File: src/rtl/efpga_pkg.sv
`default_nettype none
// ============================================================================
// Module  : efpga_pkg
// Brief   : Shared FSM state type and encodings for the eFPGA accelerator bridge.
// Revision: 1.0
// ============================================================================
package efpga_pkg;

  typedef enum logic [1:0] {
    ST_IDLE   = 2'd0,
    ST_LAUNCH = 2'd1,
    ST_WAIT   = 2'd2,
    ST_DONE   = 2'd3
  } efpga_state_e;

  localparam logic [1:0] EFPGA_OP_0 = 2'd0;
  localparam logic [1:0] EFPGA_OP_1 = 2'd1;
  localparam logic [1:0] EFPGA_OP_2 = 2'd2;
  localparam logic [1:0] EFPGA_OP_3 = 2'd3;

  localparam logic [3:0] EFPGA_DELAY_HANDSHAKE = 4'd0;

endpackage
`default_nettype wire

File: src/rtl/efpga_wait_counter.sv
`default_nettype none
// ============================================================================
// Module  : efpga_wait_counter
// Brief   : Loadable saturating wait counter with fixed-delay and timeout compares.
// Revision: 1.0
// ============================================================================
module efpga_wait_counter
  import efpga_pkg::*;
#(
  parameter int TimeoutCycles = 256,
  parameter int CntWidth      = $clog2(TimeoutCycles + 1)
) (
  input  logic       i_clk,
  input  logic       i_rst_n,
  input  logic       i_load,
  input  logic       i_inc,
  input  logic [3:0] i_delay,
  output logic       o_delay_match,
  output logic       o_timeout_match
);

  // At least 4 bits so every programmable delay (up to 15) remains reachable.
  localparam int CW = (CntWidth > 4) ? CntWidth : 4;

  logic [CW-1:0] r_cnt;
  logic [CW-1:0] w_delay_m1;

  assign w_delay_m1 = CW'(i_delay) - CW'(1);

  always_ff @(posedge i_clk or negedge i_rst_n) begin
    if (!i_rst_n) begin
      r_cnt <= '0;
    end else if (i_load) begin
      r_cnt <= '0;
    end else if (i_inc && (r_cnt != {CW{1'b1}})) begin
      r_cnt <= r_cnt + CW'(1);
    end
  end

  assign o_delay_match   = (i_delay != EFPGA_DELAY_HANDSHAKE) && (r_cnt == w_delay_m1);
  assign o_timeout_match = (r_cnt == CW'(TimeoutCycles - 1));

endmodule
`default_nettype wire

File: src/rtl/efpga_accel_bridge.sv
`default_nettype none
// ============================================================================
// Module  : efpga_accel_bridge
// Brief   : Core-to-eFPGA bridge: launches one fabric op, completes it by fixed
//           latency or done handshake with timeout, and returns registered results.
// Revision: 1.0
// ============================================================================
module efpga_accel_bridge
  import efpga_pkg::*;
#(
  parameter int DataWidth     = 32,
  parameter int TimeoutCycles = 256,
  parameter int CntWidth      = $clog2(TimeoutCycles + 1)
) (
  input  logic                 clk_i,
  input  logic                 rst_ni,
  input  logic                 core_en_i,
  input  logic                 core_write_strobe_i,
  input  logic [1:0]           core_operator_i,
  input  logic [3:0]           core_delay_i,
  input  logic [DataWidth-1:0] core_operand_a_i,
  input  logic [DataWidth-1:0] core_operand_b_i,
  output logic [DataWidth-1:0] core_result_a_o,
  output logic [DataWidth-1:0] core_result_b_o,
  output logic [DataWidth-1:0] core_result_c_o,
  output logic                 core_fpga_done_o,
  output logic [DataWidth-1:0] fab_operand_a_o,
  output logic [DataWidth-1:0] fab_operand_b_o,
  output logic [1:0]           fab_operator_o,
  output logic                 fab_start_o,
  input  logic [DataWidth-1:0] fab_result_a_i,
  input  logic [DataWidth-1:0] fab_result_b_i,
  input  logic [DataWidth-1:0] fab_result_c_i,
  input  logic                 fab_done_i,
  output logic                 busy_o,
  output logic                 err_o
);

  efpga_state_e         r_state;
  efpga_state_e         w_state_d;
  logic [DataWidth-1:0] r_op_a;
  logic [DataWidth-1:0] r_op_b;
  logic [1:0]           r_operator;
  logic [3:0]           r_delay;
  logic [DataWidth-1:0] r_res_a;
  logic [DataWidth-1:0] r_res_b;
  logic [DataWidth-1:0] r_res_c;
  logic                 r_err;

  logic w_accept;
  logic w_in_wait;
  logic w_fixed;
  logic w_capture;
  logic w_timeout;
  logic w_delay_match;
  logic w_timeout_match;

  efpga_wait_counter #(
    .TimeoutCycles (TimeoutCycles),
    .CntWidth      (CntWidth)
  ) u_wait_counter (
    .i_clk           (clk_i),
    .i_rst_n         (rst_ni),
    .i_load          (r_state == ST_LAUNCH),
    .i_inc           (w_in_wait),
    .i_delay         (r_delay),
    .o_delay_match   (w_delay_match),
    .o_timeout_match (w_timeout_match)
  );

  // DONE accepts a launch like IDLE so the core can issue back-to-back ops.
  assign w_accept  = core_en_i && core_write_strobe_i &&
                     ((r_state == ST_IDLE) || (r_state == ST_DONE));
  assign w_in_wait = (r_state == ST_WAIT);
  assign w_fixed   = (r_delay != EFPGA_DELAY_HANDSHAKE);
  assign w_capture = w_in_wait && core_en_i &&
                     (w_fixed ? w_delay_match : fab_done_i);
  assign w_timeout = w_in_wait && core_en_i && !w_fixed && !fab_done_i && w_timeout_match;

  always_ff @(posedge clk_i or negedge rst_ni) begin
    if (!rst_ni) begin
      r_state <= ST_IDLE;
    end else begin
      r_state <= w_state_d;
    end
  end

  always_comb begin
    w_state_d        = r_state;
    fab_start_o      = 1'b0;
    busy_o           = 1'b0;
    core_fpga_done_o = 1'b0;
    case (r_state)
      ST_IDLE: begin
        if (w_accept) w_state_d = ST_LAUNCH;
      end
      ST_LAUNCH: begin
        fab_start_o = 1'b1;
        busy_o      = 1'b1;
        w_state_d   = core_en_i ? ST_WAIT : ST_IDLE;
      end
      ST_WAIT: begin
        busy_o = 1'b1;
        if (!core_en_i)                    w_state_d = ST_IDLE;
        else if (w_capture || w_timeout)   w_state_d = ST_DONE;
      end
      ST_DONE: begin
        core_fpga_done_o = 1'b1;
        w_state_d        = w_accept ? ST_LAUNCH : ST_IDLE;
      end
      default: w_state_d = ST_IDLE;
    endcase
  end

  always_ff @(posedge clk_i or negedge rst_ni) begin
    if (!rst_ni) begin
      r_op_a     <= '0;
      r_op_b     <= '0;
      r_operator <= '0;
      r_delay    <= '0;
      r_res_a    <= '0;
      r_res_b    <= '0;
      r_res_c    <= '0;
      r_err      <= 1'b0;
    end else begin
      if (w_accept) begin
        r_op_a     <= core_operand_a_i;
        r_op_b     <= core_operand_b_i;
        r_operator <= core_operator_i;
        r_delay    <= core_delay_i;
        r_err      <= 1'b0;
      end
      if (w_capture) begin
        r_res_a <= fab_result_a_i;
        r_res_b <= fab_result_b_i;
        r_res_c <= fab_result_c_i;
      end else if (w_timeout) begin
        r_res_a <= '0;
        r_res_b <= '0;
        r_res_c <= '0;
        r_err   <= 1'b1;
      end
    end
  end

  assign core_result_a_o = r_res_a;
  assign core_result_b_o = r_res_b;
  assign core_result_c_o = r_res_c;
  assign fab_operand_a_o = r_op_a;
  assign fab_operand_b_o = r_op_b;
  assign fab_operator_o  = r_operator;
  assign err_o           = r_err;

endmodule
`default_nettype wire

File: config.mk
export PLATFORM = sky130hd
export DESIGN_NAME = efpga_accel_bridge
export DESIGN_NICKNAME = d
export VERILOG_FILES = /design/src/rtl/efpga_pkg.sv /design/src/rtl/efpga_wait_counter.sv /design/src/rtl/efpga_accel_bridge.sv
export SDC_FILE = /design/constraint.sdc
export NUM_CORES = 1
export LEC_CHECK = 0
export BUFFER_PORTS_ARGS = -buffer_cell sky130_fd_sc_hd__buf_4
export CAP_MARGIN = 5
export CORE_MARGIN = 1
export CORE_UTILIZATION = 40
export DETAILED_ROUTE_END_ITERATION = 8
export GPL_TIMING_DRIVEN = 0
export PLACE_DENSITY = 0.68
export SLEW_MARGIN = 20
export SYNTH_ARGS = -nofsm -noshare
export SYNTH_HDL_FRONTEND = slang
export SYNTH_SLANG_ARGS = --single-unit
File: constraint.sdc
create_clock -name clk_i -period 5.11 [get_ports clk_i]
set_input_delay 1.2775 -clock clk_i [delete_from_list [all_inputs] [get_ports clk_i]]
set_output_delay 1.2775 -clock clk_i [all_outputs]
set_load 0.005 [all_outputs]
# --- Yosys cells after proc, flatten, opt, wreduce, memory -nomap -nowiden ---
# Index checks and enable logic that the tools add are counted.
word_totals:
  reg_bits: 178
  inputBits: 171
  out_inout_bits: 166
  wordCells: 58
op_classes:
  n_addsub: 2
  eq_ne: 8
  mux: 19
  reduce_logical: 19
ops:
  columns: ["operator", "count"]
  rows:
  - ["$mux W32", 4]
  - ["$mux W9", 2]
  - ["$add A9 B1 Y9 const B", 1]
  - ["$eq A9 B8 Y1 const B", 1]
  - ["$eq A9 B9 Y1", 1]
  - ["$logic_and A1 B1 Y1", 9]
  - ["$ne A9 B9 Y1 const B", 1]
  - ["$mux W1", 8]
  - ["$mux W2", 4]
  - ["$pmux W2 S4", 1]
  - ["$sub A4 B1 Y5 const B", 1]
  - ["$eq A2 B2 Y1 const B", 2]
  - ["$reduce_bool A2 Y1", 2]
  - ["$reduce_bool A4 Y1", 1]
  - ["$ne A3 B3 Y1 const B", 1]
  - ["$eq A2 B1 Y1 const B", 1]
  - ["$logic_not A1 Y1", 2]
  - ["$logic_not A2 Y1", 1]
  - ["$logic_or A1 B1 Y1", 2]
  - ["$ne A2 B2 Y1 const B", 1]
  - ["$reduce_and A2 Y1", 1]
  - ["$reduce_or A2 Y1", 1]

# --- Depth between registers and ports, before layout ---
# Gate-level depths: netlist (run 1).
logic_depth:
  ltp_word: 9
  depth_mapped: 10
  mapped_depth_nobuf: 9

# --- Modules after synthesis ---
# From an unflattened synthesis (run 1), not the netlist that was laid out.
unflattened:
  hier_cells: 454
  area_unflattened_um2: 6802.8
modules_own_cells:
  columns: ["module", "n_inst", "cells_per_inst", "area_per_inst_um2"]
  rows:
  - ["efpga_accel_bridge", 1, 391, 6207.2]
  - ["efpga_wait_counter", 1, 63, 595.6]

# --- Worst setup path before layout (run 1) ---
# OpenSTA, ideal clock, no wires.
synth_timing:
  kind: "in2reg"
  start: "in core_write_strobe_i"
  end: "reg r_op_a[0], in the netlist fab_operand_a_o[0]"
  setup_ps: 125
  arrival_time_ps: 2344
  t_required_ps: 4985
  path_slack_ps: 2641
  stages: 4
  n_path_buf: 2
  cell_sequence: "nand3b_1 -> clkbuf_1 -> clkbuf_1 -> mux2_2"
synth_via:
  elab_chain_len: 2
synth_rtl:
  columns: ["item", "line", "text"]
  rows:
  - ["start, declared", "efpga_accel_bridge.sv:18", "input logic core_write_strobe_i,"]
  - ["$logic_and A1 B1 Y1 (2 in series)", "efpga_accel_bridge.sv:72", "assign w_accept = core_en_i && core_write_strobe_i &&"]
  - ["end signal, assigned", "efpga_accel_bridge.sv:127", "r_op_a <= core_operand_a_i;"]
  - ["end, declared", "efpga_accel_bridge.sv:41", "logic [DataWidth-1:0] r_op_a;"]
# No other way between the ends.
# A chain may end at the register's enable or synchronous reset.

# --- Worst setup path after layout (run 1) ---
layout_timing:
  start: "reg u_wait_counter.r_cnt[2]"
  end: "reg r_res_a[3], in the netlist core_result_a_o[3]"
layout_via:
  elab_chain_len: 5
layout_rtl:
  columns: ["item", "line", "text"]
  rows:
  - ["start, declared", "efpga_wait_counter.sv:25", "logic [CW-1:0] r_cnt;"]
  - ["start signal, assigned", "efpga_wait_counter.sv:36", "r_cnt <= r_cnt + CW'(1);"]
  - ["$eq A9 B9 Y1", "efpga_wait_counter.sv:40", "assign o_delay_match = (i_delay != EFPGA_DELAY_HANDSHAKE) && (r_cnt == w_delay_m1);"]
  - ["$logic_and A1 B1 Y1", "efpga_wait_counter.sv:40", null]
  - ["$mux W1", "efpga_accel_bridge.sv:77", "(w_fixed ? w_delay_match : fab_done_i);"]
  - ["$logic_and A1 B1 Y1", "efpga_accel_bridge.sv:76", "assign w_capture = w_in_wait && core_en_i &&"]
  - ["$mux W32 or $reduce_bool A2 Y1 (tied branches)", null, null]
  - ["end signal, assigned", "efpga_accel_bridge.sv:134", "r_res_a <= fab_result_a_i;"]
  - ["end, declared", "efpga_accel_bridge.sv:45", "logic [DataWidth-1:0] r_res_a;"]
# Parallel ways exist; a longest one is shown, timed or not.

==> impl_results.md, run 1 <==
- Cell taking the most area after synthesis: dfrtp_1
- Arr. time, crit path: around 3000 ps
- Max clock buf depth: 2
- Synth warn: 0
- Root buf cell: clkbuf_16
- Max-Slew Margin vs Limit: 51.0%
- Dpl cells: 1008
- Post-CTS Setup Inserts: 0
- Routed WL: 19.5 mm
- CTS resizes: 0
- Dpl ws: 2060 ps
- Clk pin slew, worst setup/hold paths: 70 ps
- Largest net degree at the start of global routing: 97
- I/O pin cnt: 337
- Startpoint Class: flip-flop
- Fill cells: 1329
- Reg2Reg Depth: 9
- Die height: about 130 µm
- Clock skew: 8.90 ps
- Layout cells sized above 1: 55.4%
- CTS Hold Buffers Added: 0
- Post-Syn Nets: 631
- Routed Antenna Nets: 0
- Unrepaired setup endpoints after global routing: false
- Core Util, Final: 61.4%
- P_leak: 5.24 nW
- Critical Path End Type: flip-flop
- Yosys top cell area share: about two thirds
- Max Slew Vio Count: 0
- Endpoints failing setup: 0
- Die Wd: 132 µm
- Synth Instances: 451
- Worst-margin pin slew: 730 ps
- Pre-Repair DR Iteration Count: 4
- Status: complete, no violations
- Clk_lat worst skew: 420 ps
- Area grow syn2layout: 50.2%
- First-pass GRT wire length: between 30 and 40 mm
- #FFs+latches synth: 178
- Row Count: 47
- N_diodes: 0
- Power Density: 546 nW/µm²
- Final hold violation count: 0
- Initial Utilization: about two fifths
- RD Place Congestion: 0.897
- Max Cap Viol: 0
- Grt total ovfl: 0
- Total GRT Usage: 23.0%
- DP Wirelength: 14.9 mm
- Seq/Total Area, Yosys: 66.0%
- Fin crit share: approximately 52%
- Crit-path max cell delay: 580 ps
- Max Fclk: 374 MHz
- Initial DRC Count: approximately 220
- Total Nets Final: roughly 1000
- Fin cells: approximately 1000
- Synthesized cell area: approximately 6800 µm²
- # H-tree levels: 4
- DR WL/cell: 18.8 µm
- Critical path class: flip-flop to flip-flop
- Hold path depth: 2
- WP data required: 5460 ps
- Vias post-DR: approximately 5300
- Clk sink count: 178
- Num CTS Buffers: 17
- Worst Slack Setup Final: around 2400 ps
- Port bufs: between 300 and 400
- Vias in the first global route: around 5500
- HP Class: flip-flop to flip-flop
- Most frequent cell on the critical path: buf_2
- Fin Setup TNS: 0 ps
- Peak VDD IR: 0.000358 V
- Die area: 17400 µm²
- Antenna violations before repair: 0
- Drc violations: 0
- Tmin final: 2680 ps
- Top area cells in the synthesized netlist: dfrtp_1, a22o_1, mux2_2
- Vias/cell: 5.07
- Critical Path Slowest Stage Cell: o21ai_1
- Critical Path Fanout Max: 10
- Mean area per synthesized cell: 15.0 µm²
- Netlist cell types: 32
- Core ar.: 16500 µm²
- TritonCTS clock tree: yes
- Critical path cell sequence: and3_1 > nand3_1 > nor2_1 > ha_1 > o21a_1 > o21ai_1 > buf_2 > buf_2 > a22o_1
routing by layer:
metal  vias to the layer above  routed length (µm)  track usage (%)
li1                       2364                   -                -
met1                      2647                7750             27.2
met2                       238                9990             39.6
met3                        26                1430             7.27
met4                         0                 375             8.07
met5                         -                   0                0
cells by family (layout without fill, tap and decap cells):
logic type	count (synthesis)	after routing	synth area share, %
muxes	73	73	12.1
buffers and inverters	37	406	2.54
xor gates and xnor gates	11	11	1.43
AOI/OAI and AO/OA	104	104	13.3
DFF	178	178	66.0
and+or+nand+nor	39	39	3.02
adders and majority gates	9	9	1.67
cell usage after synthesis:
library cell / instances
buf_4: 5
and2_1: 2
xor2_1: 8
o211ai_1: 1
nor2b_1: 1
xnor2_1: 3
and3_1: 2
nor3_1: 1
nand4_1: 3
nand3b_1: 2
clkbuf_1: 14
o31ai_1: 1
o21ai_1: 1
dfrtp_1: 178
mux2_2: 70
o21a_1: 2
buf_2: 11
nand2b_1: 3
nor4b_2: 1
nand4b_1: 1
nor2_1: 12
a211oi_1: 1
nand2_1: 8
a21oi_1: 1
mux2i_1: 3
nor4_1: 1
buf_1: 1
nand3_1: 2
a22oi_1: 1
inv_1: 6
a22o_1: 96
ha_1: 9
worst max-delay path: cells and delay by family, from the launching register on:
kind            cells  cell delay [ps]
compound gates      3              960
buf+inv             2              600
flops               1              450
simple gates        3              400
fa+ha+maj           1              200
placed cells by master (no fill, tap or decap), types with 2 or more instances in the layout:
cell        instances
buf_4             340
dfrtp_1           178
a22o_1             96
mux2_2             70
clkbuf_16          17
clkbuf_1           16
nor2_1             12
buf_2              11
ha_1                9
nand2_1             8
xor2_1              8
inv_1               6
clkinv_2            4
nand2b_1            3
nand4_1             3
xnor2_1             3
mux2i_1             3
clkinv_4            3
and3_1              2
nand3_1             2
nand3b_1            2
and2_1              2
o21a_1              2
clkinvlp_4          2
inv_6               2
sequential cells by signal, indices dropped and copies added (netlist names):
register              cells
err_o                     1
fab_operand_b_o          32
core_result_a_o          32
core_result_b_o          32
fab_operator_o            2
r_state                   2
u_wait_counter.r_cnt      9
fab_operand_a_o          32
r_delay                   4
core_result_c_o          32
where the power goes:
part / internal, mW / switching, mW
sequential: 1.99 / 0.350
clock: 0.685 / 0.533
combinational: 1.27 / 0.713
final timing paths:
path,startpoint,endpoint,slack (ps)
setup / recovery,u_wait_counter.r_cnt[2]$_DFFE_PN0P_,core_result_a_o[3]$_DFFE_PN0P_,2430
hold / removal,err_o$_DFF_PN0_,err_o$_DFF_PN0_,470
setup reg to reg,u_wait_counter.r_cnt[2]$_DFFE_PN0P_,core_result_a_o[3]$_DFFE_PN0P_,2430
hold reg to reg,err_o$_DFF_PN0_,err_o$_DFF_PN0_,470
max in group asynchronous,rst_ni,core_result_a_o[11]$_DFFE_PN0P_,3400
min in group asynchronous,rst_ni,fab_operand_b_o[0]$_DFFE_PN0P_,830
area by class of cell:
type,count,area [µm²],area share [%]
Sequential cell,178,4450,43.9
Timing Repair Buffer,337,2560,25.2
Multi-Input combinational cell,236,2130,21.0
Clock buffer,20,447,4.40
Tap cell,220,275,2.71
Buffer,31,149,1.47
Clock inverter,12,109,1.07
Inverter,6,22.5,0.222
stage by stage:
stage / hold slack, ps / total power, mW / cell area [µm²]
floorplan: 463 / 3.09 / 6750
global placement: 461 / 4.27 / 9550
detailed placement: 464 / 4.35 / 9590
CTS: 479 / 5.60 / 10100
global route: 495 / 5.85 / 10100
finish: 475 / 5.54 / 10100
Power figures use the tool's default switching activity.
==> run 2: changes to the inputs <==
Clock period 5.11 ns to 2.8 ns, I/O delays scaled along.
==> run 2 against run 1 <==
- setup slack got worse by 2100 ps
- hold slack got worse by 230 ps
- largest power group unchanged
- non-clock buffer count unchanged
==> impl_results.md, run 2 (same netlist as run 1, synthesis figures left out) <==
- Status: complete, no violations (unchanged)
- Num CTS Buffers: 17 (unchanged)
- Critical Path Slowest Stage Cell: nor4b_2 (was o21ai_1)
- WP data required: 3150 ps (was 5460 ps)
- Critical Path End Type: flip-flop (unchanged)
- Clk sink count: 178 (unchanged)
- Layout cells sized above 1: 55.5% (was 55.4%)
- Drc violations: 0 (unchanged)
- Fin Setup TNS: 0 ps (unchanged)
- Critical path cell sequence: inv_1 > ha_1 > xor2_1 > nand4_1 > nor4b_2 > o21a_1 > buf_2 > buf_4 > buf_4 > a22o_1 (was and3_1 > nand3_1 > nor2_1 > ha_1 > o21a_1 > o21ai_1 > buf_2 > buf_2 > a22o_1)
- I/O pin cnt: 337 (unchanged)
- Max Cap Viol: 0 (unchanged)
- Root buf cell: clkbuf_16 (unchanged)
- P_leak: 5.24 nW (about the same)
- Grt total ovfl: 0 (unchanged)
- Tmin final: 2490 ps (was 2680 ps)
- DR WL/cell: 18.8 µm (unchanged)
- RD Place Congestion: 0.897 (unchanged)
- Die height: 132 µm (unchanged)
- HP Class: primary input to async pin (was flip-flop to flip-flop)
- Endpoints failing setup: 0 (unchanged)
- Die area: 17400 µm² (unchanged)
- Area grow syn2layout: 50.2% (about the same)
- Clock skew: 9.12 ps (was 8.90 ps)
- Vias post-DR: 5283 (was 5275)
- Largest net degree at the start of global routing: 97 (unchanged)
- Clk_lat worst skew: 420 ps (about the same)
- Most frequent cell on the critical path: buf_4 (was buf_2)
- Arr. time, crit path: 2840 ps (was 3030 ps)
- Critical path class: flip-flop to flip-flop (unchanged)
- Max-Slew Margin vs Limit: 58.0% (was 51.0%)
- Vias in the first global route: 5531 (unchanged)
- Die Wd: 132 µm (unchanged)
- Final Power: 10.1 mW (was 5.54 mW)
- TritonCTS clock tree: yes (unchanged)
- Worst-margin pin slew: 630 ps (was 730 ps)
- Power Density: 996 nW/µm² (was 546 nW/µm²)
- Row Count: 47 (unchanged)
- Commonest non-fill, non-tap cell in the layout: buf_4 (unchanged)
- Crit-path max cell delay: 450 ps (was 580 ps)
- Max Slew Vio Count: 0 (unchanged)
- DP Wirelength: 14.9 mm (unchanged)
- Most frequent cells in the layout: buf_4, dfrtp_1, a22o_1 (unchanged)
- N_diodes: 0 (unchanged)
- First-pass GRT wire length: 30.8 mm (unchanged)
- Vias/cell: 5.08 (was 5.07)
- Critical Path Fanout Max: 10 (unchanged)
- CP Buf/Inv Count: 4 (was 2)
- Max clock buf depth: 2 (unchanged)
- Max Fclk: 402 MHz (was 374 MHz)
- Peak VDD IR: 0.000653 V (was 0.000358 V)
- Unrepaired setup endpoints after global routing: false (unchanged)
- Clk pin slew, worst setup/hold paths: 60 ps (was 70 ps)
- Fin crit share: 88.8% (was 52.4%)
- # H-tree levels: 4 (unchanged)
- Initial DRC Count: 196 (was 224)
- Routed Antenna Nets: 0 (unchanged)
- Total Nets Final: 987 (unchanged)
- Worst path top cell family by delay: buffers and inverters (was compound AO/OA/AOI/OAI gates)
- Antenna violations before repair: 0 (unchanged)
- Total GRT Usage: 23.0% (unchanged)
- Final hold violation count: 0 (unchanged)
- Core ar.: 16500 µm² (unchanged)
- Startpoint Class: flip-flop (unchanged)
- Port bufs: 336 (unchanged)
- Routed WL: 19.5 mm (unchanged)
- Pre-Repair DR Iteration Count: 4 (unchanged)
- Initial Utilization: 40.9% (unchanged)
[run 2: cell types whose count changed in the layout (fill, tap and decap cells not counted)]
cell / change
o21ai_1: -1
o21ai_2: +1
[run 2: area by class of cell]
cell class | count | area, µm²
Multi-Input combinational cell | 236 | 2130
Clock inverter | 12 | 109
Clock buffer | 20 | 447
Sequential cell | 178 | 4450
Tap cell | 220 | 275
Inverter | 6 | 22.5
Timing Repair Buffer | 337 | 2560
Buffer | 31 | 149
Fill cell | 1330 | 6380
[run 2: path summary, 6_finish.rpt]
path | from | endpoint | slack, ps | cells after the start
worst max register to register | r_delay[0]$_DFFE_PN0P_ | core_result_a_o[3]$_DFFE_PN0P_ | 310 | 10
max in group asynchronous | rst_ni | core_result_a_o[11]$_DFFE_PN0P_ | 1670 | 2
worst max-delay path | r_delay[0]$_DFFE_PN0P_ | core_result_a_o[3]$_DFFE_PN0P_ | 310 | 10
worst min register to register | err_o$_DFF_PN0_ | err_o$_DFF_PN0_ | 470 | 2
min in group clk_i | err_o$_DFF_PN0_ | err_o$_DFF_PN0_ | 470 | 2
worst min-delay path | rst_ni | fab_operand_b_o[0]$_DFFE_PN0P_ | 250 | 1
[run 2: layer usage]
layer,part of all wire [%],track usage [%],up-vias
met5,0,0,-
met4,1.9,8.07,0
met3,7.2,7.27,26
met2,51,39.6,236
met1,40,27.2,2654
li1,-,-,2367
[run 2: what timing repair did]
item | in CTS | in global routing
hold buffers | 0 | 0
gates resized for setup | 0 | 1
endpoints found under the setup margin | 0 | 32
buffers inserted | 0 | 0
endpoints found under the hold margin | 0 | 0
[run 2: through the flow]
step	area (µm²)	util, %	std cells	hold slack (ps)	worst slack, ps
6_report	10100	61.4	1040	248	313
3_3_place_gp	9550	57.8	1007	461	51.2
2_1_floorplan	6750	-	451	404	691
4_1_cts	10100	61.4	1040	274	125
3_5_place_dp	9590	58.0	1008	464	143
5_1_grt	10100	61.4	1040	285	143
[run 2: power breakdown]
group	total (mW)	leakage [nW]	internal, mW	switching [mW]
Clock	2.22	0.271	1.25	0.974
Combinational	3.62	2.67	2.31	1.30
Sequential	4.27	2.30	3.63	0.640
Total	10.1	5.24	7.19	2.92
[run 2: worst register-to-register path, cell delays in order, from the launching register on]
cell     delay (ps)
dfrtp_1         400
inv_1            60
ha_1            300
xor2_1          130
nand4_1         120
nor4b_2         450
o21a_1          190
buf_2           200
buf_4           200
buf_4           200
a22o_1          170
